File: src/rtl/ssl_pkg.sv
// ssl_pkg: shared definitions for the ssl_match comparator.
// Holds the default word width, the distance-width helper, the FSM state
// encoding and the codes reported on the best output.
package ssl_pkg;

    localparam int NDATA_DEF = 128;

    // Width needed to hold a count in the range 0..n inclusive.
    function automatic int DIST_W(input int n);
        return $clog2(n) + 1;
    endfunction

    typedef enum logic [1:0] {
        IDLE = 2'd0,
        SCAN = 2'd1,
        DONE = 2'd2
    } state_t;

    localparam logic [1:0] SEL_A = 2'd0;
    localparam logic [1:0] SEL_B = 2'd1;
    localparam logic [1:0] SEL_C = 2'd2;

endpackage

File: src/rtl/ssl_popcnt.sv
// ssl_popcnt: combinational population count of a W-bit chunk.
module ssl_popcnt
    import ssl_pkg::*;
#(
    parameter int W = 8
) (
    input  logic [W-1:0]           bits,
    output logic [DIST_W(W)-1:0]   count
);

    localparam int CW = DIST_W(W);

    // Sum the set bits of the chunk.
    always_comb begin
        count = '0;
        for (int unsigned i = 0; i < W; i++) begin
            count = count + CW'(bits[i]);
        end
    end

endmodule

File: src/rtl/ssl_match.sv
// ssl_match: multi-cycle Hamming-distance comparator.
// Snapshots a reference word and three signatures, scans them NCHUNK bits
// per enabled cycle, and reports per-signature distances, the closest
// signature (ties favour A, then B) and a threshold match.
// Optional feature macro: SSL_MATCH_VOTE_EN adds doutVote (bitwise 2-of-3
// majority of A/B/C) and voteFix (its distance from the reference).
module ssl_match
    import ssl_pkg::*;
#(
    parameter int NDATA  = NDATA_DEF,
    parameter int NCHUNK = 8,
    parameter int THRESH = 4
) (
    input  logic                        clk,
    input  logic                        rst,
    input  logic                        ena,
    input  logic                        start,
    input  logic [NDATA-1:0]            doutRef,
    input  logic [NDATA-1:0]            doutSigA,
    input  logic [NDATA-1:0]            doutSigB,
    input  logic [NDATA-1:0]            doutSigC,
    output logic                        busy,
    output logic                        valid,
    output logic [DIST_W(NDATA)-1:0]    distA,
    output logic [DIST_W(NDATA)-1:0]    distB,
    output logic [DIST_W(NDATA)-1:0]    distC,
    output logic [1:0]                  best,
`ifdef SSL_MATCH_VOTE_EN
    output logic [NDATA-1:0]            doutVote,
    output logic [DIST_W(NDATA)-1:0]    voteFix,
`endif
    output logic                        match
);

    localparam int DW      = DIST_W(NDATA);
    localparam int PW      = DIST_W(NCHUNK);
    localparam int NCHUNKS = NDATA / NCHUNK;
    localparam int KW      = (NCHUNKS > 1) ? $clog2(NCHUNKS) : 1;

    state_t            state_q, state_d;
    logic [KW-1:0]     k_q;
    logic              snap_en, scan_en, load_out, last_chunk;

    logic [NDATA-1:0]  snap_ref, snap_a, snap_b, snap_c;
    logic [DW-1:0]     acc_a, acc_b, acc_c;
    logic [DW-1:0]     sum_a, sum_b, sum_c;
    logic [NCHUNK-1:0] ref_c, a_c, b_c, c_c;
    logic [PW-1:0]     pc_a, pc_b, pc_c;
    logic [1:0]        best_d;
    logic [DW-1:0]     min_d;
    logic              match_d;

    assign last_chunk = (k_q == KW'(NCHUNKS - 1));
    assign busy       = (state_q != IDLE);
    assign valid      = (state_q == DONE);

    // State register.
    always_ff @(posedge clk or posedge rst) begin
        if (rst) state_q <= IDLE;
        else     state_q <= state_d;
    end

    // Next-state and datapath control decode.
    always_comb begin
        state_d  = state_q;
        snap_en  = 1'b0;
        scan_en  = 1'b0;
        load_out = 1'b0;
        case (state_q)
            IDLE: begin
                if (ena && start) begin
                    snap_en = 1'b1;
                    state_d = SCAN;
                end
            end
            SCAN: begin
                if (ena) begin
                    scan_en = 1'b1;
                    if (last_chunk) begin
                        load_out = 1'b1;
                        state_d  = DONE;
                    end
                end
            end
            DONE: begin
                if (ena) state_d = IDLE;
            end
            default: state_d = IDLE;
        endcase
    end

    // Select the current chunk of each snapshot.
    always_comb begin
        ref_c = snap_ref[k_q*NCHUNK +: NCHUNK];
        a_c   = snap_a[k_q*NCHUNK +: NCHUNK];
        b_c   = snap_b[k_q*NCHUNK +: NCHUNK];
        c_c   = snap_c[k_q*NCHUNK +: NCHUNK];
    end

    ssl_popcnt #(.W(NCHUNK)) u_pc_a (.bits(ref_c ^ a_c), .count(pc_a));
    ssl_popcnt #(.W(NCHUNK)) u_pc_b (.bits(ref_c ^ b_c), .count(pc_b));
    ssl_popcnt #(.W(NCHUNK)) u_pc_c (.bits(ref_c ^ c_c), .count(pc_c));

    assign sum_a = acc_a + DW'(pc_a);
    assign sum_b = acc_b + DW'(pc_b);
    assign sum_c = acc_c + DW'(pc_c);

    // Closest signature on the running sums; ties keep the lower index.
    always_comb begin
        if ((sum_a <= sum_b) && (sum_a <= sum_c)) begin
            best_d = SEL_A;
            min_d  = sum_a;
        end else if (sum_b <= sum_c) begin
            best_d = SEL_B;
            min_d  = sum_b;
        end else begin
            best_d = SEL_C;
            min_d  = sum_c;
        end
        match_d = (min_d <= DW'(THRESH));
    end

    // Snapshot inputs on accept, then accumulate one chunk per enabled cycle.
    always_ff @(posedge clk or posedge rst) begin
        if (rst) begin
            snap_ref <= '0;
            snap_a   <= '0;
            snap_b   <= '0;
            snap_c   <= '0;
            acc_a    <= '0;
            acc_b    <= '0;
            acc_c    <= '0;
            k_q      <= '0;
        end else if (snap_en) begin
            snap_ref <= doutRef;
            snap_a   <= doutSigA;
            snap_b   <= doutSigB;
            snap_c   <= doutSigC;
            acc_a    <= '0;
            acc_b    <= '0;
            acc_c    <= '0;
            k_q      <= '0;
        end else if (scan_en) begin
            acc_a <= sum_a;
            acc_b <= sum_b;
            acc_c <= sum_c;
            k_q   <= last_chunk ? '0 : k_q + 1'b1;
        end
    end

    // Results are loaded from the final-chunk sums on entry to DONE, so they
    // are already stable while valid is high during the DONE cycle.
    always_ff @(posedge clk or posedge rst) begin
        if (rst) begin
            distA <= '0;
            distB <= '0;
            distC <= '0;
            best  <= SEL_A;
            match <= 1'b0;
        end else if (load_out) begin
            distA <= sum_a;
            distB <= sum_b;
            distC <= sum_c;
            best  <= best_d;
            match <= match_d;
        end
    end

`ifdef SSL_MATCH_VOTE_EN
    logic [NCHUNK-1:0] maj_c;
    logic [PW-1:0]     pc_v;
    logic [NDATA-1:0]  vote_acc, vote_next;
    logic [DW-1:0]     vfix_acc, vfix_sum;

    assign maj_c    = (a_c & b_c) | (a_c & c_c) | (b_c & c_c);
    assign vfix_sum = vfix_acc + DW'(pc_v);

    ssl_popcnt #(.W(NCHUNK)) u_pc_v (.bits(ref_c ^ maj_c), .count(pc_v));

    // Merge the current majority chunk into the partially built vote word.
    always_comb begin
        vote_next = vote_acc;
        vote_next[k_q*NCHUNK +: NCHUNK] = maj_c;
    end

    // Build the vote word and its distance chunk by chunk.
    always_ff @(posedge clk or posedge rst) begin
        if (rst) begin
            vote_acc <= '0;
            vfix_acc <= '0;
        end else if (snap_en) begin
            vote_acc <= '0;
            vfix_acc <= '0;
        end else if (scan_en) begin
            vote_acc <= vote_next;
            vfix_acc <= vfix_sum;
        end
    end

    // Publish the vote results alongside the distances.
    always_ff @(posedge clk or posedge rst) begin
        if (rst) begin
            doutVote <= '0;
            voteFix  <= '0;
        end else if (load_out) begin
            doutVote <= vote_next;
            voteFix  <= vfix_sum;
        end
    end
`endif

endmodule
File: config.mk
export PLATFORM = sky130hd
export DESIGN_NAME = ssl_match
export DESIGN_NICKNAME = d
export VERILOG_FILES = /design/src/rtl/ssl_pkg.sv /design/src/rtl/ssl_popcnt.sv /design/src/rtl/ssl_match.sv
export SDC_FILE = /design/constraint.sdc
export NUM_CORES = 2
export LEC_CHECK = 0
export CAP_MARGIN = 0
export CORE_UTILIZATION = 47
export CTS_CLUSTER_SIZE = 14
export DETAILED_ROUTE_END_ITERATION = 6
export HOLD_SLACK_MARGIN = 0.03
export MAX_ROUTING_LAYER = met4
export PLACE_DENSITY = 0.89
export SYNTH_ARGS = -nofsm -noshare
export SYNTH_HDL_FRONTEND = slang
export SYNTH_HIERARCHICAL = 1
export SYNTH_SLANG_ARGS = --single-unit
File: constraint.sdc
create_clock -name clk -period 17.7 [get_ports clk]
set_input_delay 1.77 -clock clk [delete_from_list [all_inputs] [get_ports clk]]
set_output_delay 1.77 -clock clk [all_outputs]
set_load 0.02 [all_outputs]
==> results.cfg <==
[synthesis]
yosys.area.top_type = dfrtp_1
synthCells = 1942
ys_warn_count = 6
yosys.area.top_type_share_pct = 52.6
syn_area_per_cell_sq_um = 13.9
synthFlopType = dfrtp_1
synth_commonest_cells = dfrtp_1, mux2_2, clkbuf_1
ys_seq_area_share_pct = 52.6
ys_ff_latch = 569
synth.area.top_cells = dfrtp_1, mux2_2, mux4_2
synth_edf_count = 0
synth.most_common_cell = dfrtp_1
netlist_area_sq_mm = 0.0270
syn-num-nets = 2518
synthDistinctLibCells = 45
async_reset_ff_share_pct = 100

[grt]
grt_pass1_vias = 20287
antenna_found_initial = 27
gr-total-overflow = 0
grt_max_degree = 210
grt.total_usage_pct = 27.9
grt_pass1_wl_um = 120000

[cells_and_area]
finalNetCount = 3027
syn2layout_area_growth_pct = 30.6
nFillCells = 4175
fin_cells = 3285
drive_gt1_share_pct = 30.3
post-route-util_pct = 62.4

[floorplan]
io_pins = 545
chipWidth_um = 242
core_sq_mm = 0.0566
dieHeight_um = 242
rows = 87
dieArea_sq_mm = 0.0585
initial_core_util_pct = 47.8

[critical_path]
worstPathArrival_ns = 9.97
critPathMaxFanout = 47
cp_slowest_cell = dfrtp_4
cpMostUsedCell = inv_1
cp-end-kind = flip-flop
worstSetupStartpointType = flip-flop
cpPeakStageDelay_ns = 0.75
crit_type = flip-flop to flip-flop
crit_required_ns = 18.23

[sta]
drv_slew = 0
setup_violations = 0
finalHoldViolations = 0
finClkSkew_ns = 0.0205
period_needed_ns = 9.44
hold_slack_ns = 0.474
tightestPinTransition_ns = 1.25
max_freq_ghz = 0.106
tns_ns = 0
rsz0062_at_grt = no
fin_crit_sh_pct = 53.3
relSlewSlack_pct = 16.7

[route]
drt-vias-per-instance = 5.65
ant_nets = 0
wirelength_um = 79500
firstDrtPassIters = 5
vias = 18549
wl_per_cell_um = 24.2
drt_iter0_markers = 1155
drc = 0

[placement]
dp.cells = 3146
place_congestion = 0.893
post-dp-hpwl_um = 57600
numPortBuffers = 544

[clock_network]
hold_buffers = 0
clkTransAtPathRegs_ns = 0.06
cts_buffer_depth = 3
worstSkewPairLatency_ns = 0.62
root_buffer = clkbuf_16
cts_buffers = 59
cts_resized = 0
htree_levels = 2
post-cts-setup-buffers = 0
cts_sinks = 569
cts_tree = yes

[status]
outcome = finished clean

[run]
drv_cap = 0

[worst_hold_path]
hold_path.class = flip-flop to flip-flop
critical path: cells and delay by family, from the launching register on:
kind,cells,cell delay [ns]
DFF,1,0.75
xor gates and xnor gates,2,0.41
buffers and inverters,8,1.93
adders and majority gates,7,2.78
muxes,2,1.09
and+or+nand+nor,3,0.59
AOI/OAI and AO/OA,9,1.74
cell families after synthesis:
kind of cell    Yosys count  share of synthesized area (%)
mux                     700                           32.2
flops                   569                           52.6
xor+xnor                 47                           1.59
simple gates            161                           2.69
fa+ha+maj                61                           3.23
buf+inv                 180                           2.52
compound gates          224                           5.16
area by class of cell:
cell class                 instances  area [sq um]  area share [%]
clock inverter                    29           373            1.06
timing repair buffer             568          5640            16.0
tap                              756           946            2.68
clock buffer                      83          1670            4.72
sequential                       569         14200            40.3
inverter                          60           233           0.659
multi-input combinational       1193         12100            34.4
antenna                           27          67.6           0.191
final timing paths:
check,startpoint,endpoint,slack [ns],cells after the start
worst max-delay path,k_q[0],match,8.26,31
worst min-delay path,distA[3],distA[3],0.47,2
worst max register to register,k_q[0],match,8.26,31
worst min register to register,distA[3],distA[3],0.47,2
max in group asynchronous,rst,snap_a[68],13.27,4
min in group asynchronous,rst,snap_ref[44],1.78,2
state kept, by name (all words and copies together) (netlist names):
name / cells
acc_a: 8
acc_b: 8
snap_c: 128
match: 1
snap_ref: 128
snap_a: 128
best: 2
state_q: 2
k_q: 4
distA: 8
distB: 8
acc_c: 8
distC: 8
snap_b: 128
layer usage:
layer  share of wire, %  vias up  track usage [%]
met4                4.9        0             15.1
met5                  0        -                -
met1                 39     9530             33.3
met3                6.7      199             6.85
li1                   -     8108                -
met2                 49      712             43.7
cells in the final DEF (no fill, tap or decap), drive strengths merged, types with 8 or more instances in the layout:
cell	instances
xor2	36
buf	24
mux2	534
clkdlybuf4s50	544
a21o	10
nor2	14
a21oi	45
fa	15
inv	63
a22oi	28
dfrtp	569
mux4	82
clkbuf	83
mux2i	84
a221oi	27
xnor2	11
nand2	97
diode	27
ha	45
nor2b	8
o21ai	99
clkinv	19
metrics by stage:
| step | setup WS, ns | instance area, sq um |
|---|---|---|
| 2_1_floorplan | 0.0140 | 27000 |
| 3_3_place_gp | 8.34 | 33200 |
| 3_5_place_dp | 8.23 | 33200 |
| 4_1_cts | 8.24 | 35300 |
| 5_1_grt | 7.69 | 35300 |
| 6_report | 8.26 | 35300 |
Power is not shown: default switching activity piles up to over one toggle a cycle in this logic, so the estimate is an artifact.
